--- config.mk ---
export PLATFORM = sky130hd
export DESIGN_NAME = fuel_volume_counter_flat
export DESIGN_NICKNAME = d
export VERILOG_FILES = /design/src/rtl/fuel_volume_counter_pkg.sv /design/src/rtl/fuel_volume_counter_if.sv /design/src/rtl/fuel_volume_counter_pulse_sync_filter.sv /design/src/rtl/fuel_volume_counter.sv /design/src/flat_wrapper.sv
export SDC_FILE = /design/constraint.sdc
export NUM_CORES = 1
export LEC_CHECK = 0
export BUFFER_PORTS_ARGS = -buffer_cell sky130_fd_sc_hd__buf_2
export CORE_MARGIN = 5
export CORE_UTILIZATION = 55
export CTS_CLUSTER_DIAMETER = 80
export CTS_CLUSTER_SIZE = 24
export DETAILED_ROUTE_END_ITERATION = 8
export PLACE_DENSITY = 0.74
export SLEW_MARGIN = 0
export SYNTH_ARGS = -nofsm -noshare
export SYNTH_HDL_FRONTEND = slang
export SYNTH_SLANG_ARGS = --single-unit
--- constraint.sdc ---
create_clock -name clk -period 6.4 [get_ports clk]
set_input_delay 1.28 -clock clk [delete_from_list [all_inputs] [get_ports clk]]
set_output_delay 1.28 -clock clk [all_outputs]
set_load 0.02 [all_outputs]
--- src/rtl/fuel_volume_counter_pkg.sv ---
// Shared types and widths for the fuel volume counter: FSM state codes,
// Q16.8 accumulator geometry and the saturating accumulate helper.
package fuel_pkg;

   localparam int VOL_W  = 16;
   localparam int FRAC_W = 8;
   localparam int ACC_W  = VOL_W + FRAC_W;

   typedef enum logic [1:0] {
      ST_IDLE    = 2'd0,
      ST_PUMPING = 2'd1,
      ST_DONE    = 2'd2,
      ST_FAULT   = 2'd3
   } fuel_state_e;

   // Clamps at 0xFFFF.FF instead of wrapping.
   function automatic logic [ACC_W-1:0] sat_add(input logic [ACC_W-1:0] acc,
                                                input logic [VOL_W-1:0] inc);
      logic [ACC_W:0] sum;
      sum = {1'b0, acc} + {{(ACC_W + 1 - VOL_W){1'b0}}, inc};
      return sum[ACC_W] ? {ACC_W{1'b1}} : sum[ACC_W-1:0];
   endfunction

endpackage

--- src/rtl/fuel_volume_counter_if.sv ---
// Command/status bundle between the fill controller (master) and the counter (slave).
// start/stop/clear are single-cycle pulses sampled on clk; there is no back-pressure.
interface fuel_volume_counter_if;
   import fuel_pkg::*;

   logic             start;
   logic             stop;
   logic             clear;
   logic [VOL_W-1:0] target_ml;
   logic [VOL_W-1:0] volume_ml;
   logic             pump_en;
   logic             done;
   logic             fault;
   logic [1:0]       state;

   modport master (
      output start, stop, clear, target_ml,
      input  volume_ml, pump_en, done, fault, state
   );

   modport slave (
      input  start, stop, clear, target_ml,
      output volume_ml, pump_en, done, fault, state
   );

endinterface

--- src/rtl/fuel_volume_counter_pulse_sync_filter.sv ---
// Two-flop synchroniser plus glitch filter for a slow asynchronous pin; emits a
// registered one-clock tick on each accepted rising level.
module pulse_sync_filter #(
   parameter int FILTER_CYCLES = 8
) (
   input  logic clk,
   input  logic rst_n,
   input  logic pin_i,
   output logic rise_o
);

   localparam int CNT_W = (FILTER_CYCLES > 1) ? $clog2(FILTER_CYCLES) : 1;

   logic             sync1_q, sync2_q;
   logic             level_q, level_d;
   logic             rise_q, rise_d;
   logic [CNT_W-1:0] cnt_q, cnt_d;

   // cnt_q counts consecutive synced samples that disagree with the accepted level.
   always_comb begin
      level_d = level_q;
      rise_d  = 1'b0;
      cnt_d   = '0;
      if (sync2_q != level_q) begin
         if (cnt_q == CNT_W'(FILTER_CYCLES - 1)) begin
            level_d = sync2_q;
            rise_d  = sync2_q;
         end else begin
            cnt_d = cnt_q + CNT_W'(1);
         end
      end
   end

   always_ff @(posedge clk or negedge rst_n) begin
      if (!rst_n) begin
         sync1_q <= 1'b0;
         sync2_q <= 1'b0;
         level_q <= 1'b0;
         rise_q  <= 1'b0;
         cnt_q   <= '0;
      end else begin
         sync1_q <= pin_i;
         sync2_q <= sync1_q;
         level_q <= level_d;
         rise_q  <= rise_d;
         cnt_q   <= cnt_d;
      end
   end

   assign rise_o = rise_q;

endmodule

--- src/rtl/fuel_volume_counter.sv ---
// Flow-pulse to millilitre counter with the pump fill-cycle FSM
// (IDLE -> PUMPING -> DONE, or FAULT on loss of flow).
module fuel_volume_counter
   import fuel_pkg::*;
#(
   parameter int unsigned ML_PER_PULSE_Q8 = 569,
   parameter int          FILTER_CYCLES   = 8,
   parameter int unsigned NO_FLOW_CYCLES  = 50_000_000
) (
   input  logic                  clk,
   input  logic                  rst_n,
   input  logic                  flow_pin,
   fuel_volume_counter_if.slave  bus
);

   localparam int               TO_W = $clog2(NO_FLOW_CYCLES + 1);
   localparam logic [VOL_W-1:0] INC  = VOL_W'(ML_PER_PULSE_Q8);

   fuel_state_e       state_q, state_d;
   logic [ACC_W-1:0]  acc_q, acc_d;
   logic [VOL_W-1:0]  target_q, target_d;
   logic [TO_W-1:0]   idle_q, idle_d;
   logic              pump_en_q, done_q, fault_q;
   logic              tick;
   logic              arm;

   pulse_sync_filter #(
      .FILTER_CYCLES (FILTER_CYCLES)
   ) u_flow_filter (
      .clk    (clk),
      .rst_n  (rst_n),
      .pin_i  (flow_pin),
      .rise_o (tick)
   );

   // Done is judged on the post-tick accumulator so pump_en falls on the same
   // edge that volume_ml first reaches the target.
   always_comb begin
      state_d  = state_q;
      acc_d    = acc_q;
      target_d = target_q;
      idle_d   = idle_q;
      arm      = bus.start && (bus.target_ml != '0);

      if (bus.clear) begin
         state_d = ST_IDLE;
         acc_d   = '0;
      end else begin
         case (state_q)
            ST_IDLE: begin
               if (arm) begin
                  state_d  = ST_PUMPING;
                  target_d = bus.target_ml;
                  acc_d    = '0;
                  idle_d   = '0;
               end
            end
            ST_PUMPING: begin
               if (tick) acc_d = sat_add(acc_q, INC);
               if (bus.stop) begin
                  state_d = ST_IDLE;
               end else if (acc_d[ACC_W-1 -: VOL_W] >= target_q) begin
                  state_d = ST_DONE;
               end else if (tick) begin
                  idle_d = '0;
               end else begin
                  idle_d = idle_q + TO_W'(1);
                  if (idle_d == TO_W'(NO_FLOW_CYCLES)) state_d = ST_FAULT;
               end
            end
            ST_DONE: begin
               // Drip after the target still counts until the next start.
               if (arm) begin
                  state_d  = ST_PUMPING;
                  target_d = bus.target_ml;
                  acc_d    = '0;
                  idle_d   = '0;
               end else if (tick) begin
                  acc_d = sat_add(acc_q, INC);
               end
            end
            default: begin
            end
         endcase
      end
   end

   always_ff @(posedge clk or negedge rst_n) begin
      if (!rst_n) begin
         state_q   <= ST_IDLE;
         acc_q     <= '0;
         target_q  <= '0;
         idle_q    <= '0;
         pump_en_q <= 1'b0;
         done_q    <= 1'b0;
         fault_q   <= 1'b0;
      end else begin
         state_q   <= state_d;
         acc_q     <= acc_d;
         target_q  <= target_d;
         idle_q    <= idle_d;
         pump_en_q <= (state_d == ST_PUMPING);
         done_q    <= (state_d == ST_DONE);
         fault_q   <= (state_d == ST_FAULT);
      end
   end

   assign bus.volume_ml = acc_q[ACC_W-1 -: VOL_W];
   assign bus.pump_en   = pump_en_q;
   assign bus.done      = done_q;
   assign bus.fault     = fault_q;
   assign bus.state     = state_q;

endmodule

--- src/flat_wrapper.sv ---
// flat-port wrapper written by rule: the top's interface ports become plain ports
module fuel_volume_counter_flat import fuel_pkg::*;
#(
   parameter int unsigned ML_PER_PULSE_Q8 = 569,
   parameter int          FILTER_CYCLES   = 8,
   parameter int unsigned NO_FLOW_CYCLES  = 50_000_000
)
  (clk, rst_n, flow_pin, bus_start, bus_stop, bus_clear, bus_target_ml, bus_volume_ml, bus_pump_en, bus_done, bus_fault, bus_state);
  fuel_volume_counter_if bus_i ();
  input  logic clk;
  input  logic rst_n;
  input  logic flow_pin;
  input wire logic [$bits(bus_i.start)-1:0] bus_start;
  input wire logic [$bits(bus_i.stop)-1:0] bus_stop;
  input wire logic [$bits(bus_i.clear)-1:0] bus_clear;
  input wire logic [$bits(bus_i.target_ml)-1:0] bus_target_ml;
  output wire logic [$bits(bus_i.volume_ml)-1:0] bus_volume_ml;
  output wire logic [$bits(bus_i.pump_en)-1:0] bus_pump_en;
  output wire logic [$bits(bus_i.done)-1:0] bus_done;
  output wire logic [$bits(bus_i.fault)-1:0] bus_fault;
  output wire logic [$bits(bus_i.state)-1:0] bus_state;
  assign bus_i.start = bus_start;
  assign bus_i.stop = bus_stop;
  assign bus_i.clear = bus_clear;
  assign bus_i.target_ml = bus_target_ml;
  assign bus_volume_ml = bus_i.volume_ml;
  assign bus_pump_en = bus_i.pump_en;
  assign bus_done = bus_i.done;
  assign bus_fault = bus_i.fault;
  assign bus_state = bus_i.state;
  fuel_volume_counter #(.ML_PER_PULSE_Q8(ML_PER_PULSE_Q8), .FILTER_CYCLES(FILTER_CYCLES), .NO_FLOW_CYCLES(NO_FLOW_CYCLES)) u_core (.clk(clk), .rst_n(rst_n), .flow_pin(flow_pin), .bus(bus_i));
endmodule
Yosys cells after proc, flatten, opt, wreduce, memory -nomap -nowiden
Cells that the tools add are included.
{"block": "word_totals", "wordCells": 63, "mem_bits_rw": 0, "romBits": 0, "ff_bits": 78, "latchBits": 0, "memories": 0, "input_bits": 22}
{"block": "classes", "shift": 0, "n_eq_ne": 12, "n_mul": 0, "magnitude_cmp": 1, "n_reduce_logical": 10, "muxes": 24, "n_bitwise": 1, "add_sub_neg": 3, "div_mod_pow": 0}
{"op": "24-bit two-way mux", "count": 7}
{"op": "26-bit two-way mux", "count": 4}
{"op": "24-bit case mux with 3 select lines", "count": 1}
{"op": "26-bit case mux with 2 select lines", "count": 1}
{"op": "26-bit by 1-bit adder with 26-bit output (second input constant)", "count": 1}
{"op": "26-bit == test (second input constant)", "count": 1}
{"op": "24-bit by 10-bit adder with 25-bit output (second input constant)", "count": 1}
{"op": "16-bit greater-or-equal comparator", "count": 1}
{"op": "16-bit nonzero test", "count": 1}
{"op": "2-bit two-way mux", "count": 6}
{"op": "2-bit == test (second input constant)", "count": 3}
{"op": "3-bit two-way mux", "count": 2}
{"op": "5-bit AND reduction", "count": 1}
{"op": "2-bit by 1-bit == test with 1-bit output (second input constant)", "count": 2}
{"op": "2-bit inequality test (second input constant)", "count": 2}
{"op": "2-bit case mux with 2 select lines", "count": 1}
{"op": "2-bit AND reduction", "count": 2}
{"op": "4-bit nonzero test", "count": 1}
{"op": "3-bit by 1-bit adder with 3-bit output (second input constant)", "count": 1}
{"op": "3-bit == test (second input constant)", "count": 1}
{"op": "3-bit by 2-bit inequality test with 1-bit output (second input constant)", "count": 1}
{"op": "3-bit AND reduction", "count": 1}
{"op": "2-bit logical NOT", "count": 1}
{"op": "1-bit two-way mux", "count": 2}
{"op": "other kinds (6)", "count": 6}

Longest topological paths before layout
{"block": "logic_depth", "depth_word": 11, "mapped_depth": 21, "ltp_nobuf": 17}

Cells and area by module
A second synthesis with hierarchy kept.
{"block": "hier_totals", "hier_cells": 613, "hier_area_um2": 5347.6}
{"mod": "fuel_volume_counter", "n_inst": 1, "seq_area_each_um2": 1776.7, "cells_each": 596, "area_each_um2": 5094.9}
{"mod": "pulse_sync_filter", "n_inst": 1, "seq_area_each_um2": 175.2, "cells_each": 17, "area_each_um2": 252.7}

Least setup slack after synthesis
Ideal clock, no wire load.
{"block": "synth_path", "kind": "reg2reg", "startpoint": "reg u_core.acc_q[0]", "endpoint": "reg u_core.idle_q[11]", "period_less_slack_ns": 4.493, "t_required_ns": 6.290, "stages_incl_launch_ff": 22, "arrival_ns": 4.383, "setup_slack_ns": 1.907, "path_buffers": 4, "path_cell_list": "dfrtp_1 ha_1 a2111o_1 a41o_1 nor2b_1 and3_1 clkbuf_1 nand2_1 buf_2 nand3_1 o21a_1 ha_1 a21o_1 a21o_1 a21oi_1 nor2b_1 o2111ai_1 o311a_1 or2_1 clkbuf_1 clkbuf_1 o41ai_1"}
{"block": "synth_between", "elab_chain_len": 8}
{"item": "start, declared", "line": "fuel_volume_counter.sv:20", "rtl": "logic [ACC_W-1:0] acc_q, acc_d;"}
{"item": "start signal, assigned", "line": "fuel_volume_counter.sv:91", "rtl": "acc_q <= '0;"}
{"item": "start signal, assigned", "line": "fuel_volume_counter.sv:99", "rtl": "acc_q <= acc_d;"}
{"item": "24-bit by 10-bit adder with 25-bit output", "line": "fuel_volume_counter_pkg.sv:20", "rtl": "sum = {1'b0, acc} + {{(ACC_W + 1 - VOL_W){1'b0}}, inc};"}
{"item": "24-bit two-way mux", "line": "fuel_volume_counter_pkg.sv:21", "rtl": "return sum[ACC_W] ? {ACC_W{1'b1}} : sum[ACC_W-1:0];"}
{"item": "24-bit two-way mux", "line": "fuel_volume_counter.sv:59", "rtl": "if (tick) acc_d = sat_add(acc_q, INC);"}
{"item": "24-bit two-way mux", "line": "fuel_volume_counter.sv:49", "rtl": "case (state_q)"}
{"item": "24-bit two-way mux", "line": "fuel_volume_counter.sv:45", "rtl": "if (bus.clear) begin"}
{"item": "16-bit greater-or-equal comparator", "line": "fuel_volume_counter.sv:62", "rtl": "end else if (acc_d[ACC_W-1 -: VOL_W] >= target_q) begin"}
{"item": "2-bit inequality test (no source line)"}
{"item": "5-bit AND reduction (no source line)"}
{"item": "end signal, assigned", "line": "fuel_volume_counter.sv:101", "rtl": "idle_q <= idle_d;"}
{"item": "end, declared", "line": "fuel_volume_counter.sv:22", "rtl": "logic [TO_W-1:0] idle_q, idle_d;"}
No other way between the ends. The select of a mux whose other input is x is not followed.
A chain may end at the register's enable or synchronous reset.

Worst setup path after layout
{"block": "layout_path", "startpoint": "reg u_core.acc_q[0]", "endpoint": "reg u_core.idle_q[12]"}
Same word-level chain as after synthesis.

==> metrics.txt <==
outcome=finished, final reports clean; via count=around 4400; die area=around 11000 um^2; Post-synth EDFFs=0; Slew HR=0.338; HP Class=reg -> reg; Req. time, crit path=between 6 and 7 ns; CTS max path bufs=2; Setup WS post-layout=between 1 and 1.5 ns; Max Cap Viol=0; DP Area=about 5000 um^2; Post-Route M1 WL=5120 um; Cell Area, Synth=between 4000 and 5000 um^2; routed wl met3=538 um; Die H=105 um; Cell variety after synth=59; post-synthesis area per instance=between 8 and 9 um^2; setup total negative slack=0 ns; diode count=0; P_leak=between 2 and 3 nW; GRT Util Overall=0.218; Post-DP HPWL=approximately 8400 um; Core Area=between 8000 and 9000 um^2; Yosys Warn Count=0; max layer used=met4; Top-Level Pins=43; fin crit share=0.837; # nets final=636; critical path arrival=5.59 ns; Finished Cell Area=5350 um^2; Peak VDD IR=103 uV; Row Count=34; H-tree depth=3; clk root buf=clkbuf_8; PostCTS Resize Cnt=0; crit path time final=between 5 and 6 ns; flops & latches, synth=78; Slew Limit Fails=0; DRC=0; final wirelength=11900 um; 1st-iter DRT viols=between 300 and 400; GPL Wtd Cong=0.886; hold_buf cts=0; met2 wire len=approximately 6000 um; unrepaired setup endpoints after global routing=false; vias in the first global route=4040; DP Worst Slack=1.12 ns; first-pass GRT wire length=about 20000 um; WL per Instance=16.9 um; Avg Vias per Cell=6.24; die width=105 um; syn_nets=621; PwrDens=205 nW/um^2; Worst-Margin Slew=0.993 ns; Starting Density=0.569; critical setup path kind=reg -> reg; clock sinks=78; Max Fclk=around 0.19 GHz; top_reg_cell synth=dfrtp_1; synthesized instance count=575; Area Overhead vs Synth=7.23%; Post-DRT Antenna Nets=0; CP endpoint kind=flop; TritonRoute pass-1 iters=5; final hold viol count=0; share of cells above drive strength 1=0.123; TritonCTS clock tree=done; worst hold slack=~0.35 ns; # fillers=just under 800; initial antenna violation count=0; Critical Path Fanout Max=30; Layout Skew=0.0138 ns; Worst-Skew Late Latency=between 0.3 and 0.4 ns; Post-CTS Setup Inserts=0; Clock Pin Slew Worst Setup and Hold Paths=0.07 ns; largest net degree at the start of global routing=79; Async S/R FF share, synth=1.00; Port Buffer Count=42; Worst setup SP type=flop; register area share after synthesis=0.392; final setup vio count=0; total gr overflow=0; CTS buffer count=9
==> synthesized netlist by cell type (all sizes together) (9+ instances only) <==
cell     n  share of area
o31ai   19          0.031
a21oi   31          0.031
nand2   67          0.050
nor2    38          0.029
nor4    11          0.020
clkbuf  23          0.017
inv     27          0.020
xor2     9          0.016
nand3   20          0.021
ha      24          0.060
nand4   13          0.018
dfrtp   78           0.39
o21ai   61          0.061
and3    15          0.020
a22o    20          0.035
buf     20          0.028
==> kinds of logic after synthesis <==
kind of cell / Yosys count / share of synthesized area
flops: 78 / 0.392
xor+xnor: 15 / 0.0264
fa+ha+maj: 24 / 0.0602
buf+inv: 70 / 0.0658
simple gates: 208 / 0.216
mux: 3 / 0.00628
compound gates: 177 / 0.233
==> where the power goes <==
part           internal, mW  switching [mW]
clock network         0.200           0.180
logic                0.0599           0.109
registers             0.527          0.0170
==> flip-flops by register name (all words and copies together), names as in the netlist <==
signal	count
u_core.idle_q	26
u_core.acc_q	24
u_core.target_q	16
u_core.u_flow_filter.cnt_q	3
u_core.bus.state	2
u_core.bus.done	1
u_core.bus.fault	1
u_core.bus.pump_en	1
u_core.u_flow_filter.level_q	1
u_core.u_flow_filter.rise_o	1
u_core.u_flow_filter.sync1_q	1
u_core.u_flow_filter.sync2_q	1
==> stage by stage <==
stage | power, mW | std cells | util
floorplan | 0.664 | 575 | -
global placement | 0.713 | 687 | 0.587
detailed placement | 0.725 | 687 | 0.587
CTS | 1.10 | 702 | 0.610
global route | 1.15 | 702 | 0.610
finish | 1.09 | 702 | 0.610
==> path summary, 6_finish.rpt <==
check,slack (ns),to,from,cells after the start
worst max-delay path,1.04,u_core.idle_q[12]$_DFFE_PN0P_,u_core.acc_q[0]$_DFFE_PN0P_,18
worst min register to register,0.35,u_core.u_flow_filter.sync2_q$_DFF_PN0_,u_core.u_flow_filter.sync1_q$_DFF_PN0_,0
worst min-delay path,0.35,u_core.u_flow_filter.sync2_q$_DFF_PN0_,u_core.u_flow_filter.sync1_q$_DFF_PN0_,0
max in group asynchronous,4.66,u_core.target_q[3]$_DFFE_PN0P_,rst_n,1
min in group asynchronous,1.05,u_core.target_q[9]$_DFFE_PN0P_,rst_n,1
worst max register to register,1.04,u_core.idle_q[12]$_DFFE_PN0P_,u_core.acc_q[0]$_DFFE_PN0P_,18
==> cell type report <==
class	count	area (um^2)	area share
clock buffer	12	155	0.0290
tap	108	135	0.0253
inverter	27	101	0.0190
sequential	78	1950	0.365
timing repair buffer	47	250	0.0468
clock inverter	3	43.8	0.00819
multi-input combinational	427	2710	0.507
==> critical path: stages, from the launching register on <==
cell,delay (ns)
dfrtp_1,0.41
ha_1,0.24
a2111o_1,0.46
a41o_1,0.28
nor2b_1,0.15
and3_1,0.25
nand2_1,0.45
nand3_1,0.17
o21a_1,0.15
ha_1,0.29
a21o_1,0.18
a21o_1,0.17
a21oi_1,0.37
nor2b_1,0.19
o2111ai_1,0.10
o311a_1,0.16
buf_4,0.23
or2_1,0.57
o41ai_1,0.40
==> placed cells by master (no fill, tap or decap), drive strengths merged, types with 11 or more instances in the layout <==
cell / n
dfrtp: 78
nand2: 67
o21ai: 61
buf: 47
nor2: 38
a21oi: 31
inv: 27
ha: 24
a22o: 20
nand3: 20
o31ai: 19
and3: 15
nand4: 13
clkbuf: 12
nor4: 11
==> routing by layer <==
layer / up-vias / track usage
met4: 0 / 0.0767
met2: 126 / 0.366
met1: 2110 / 0.286
li1: 2118 / -
met3: 23 / 0.0333
met5: - / 0
(Power assumes the default switching activity.)
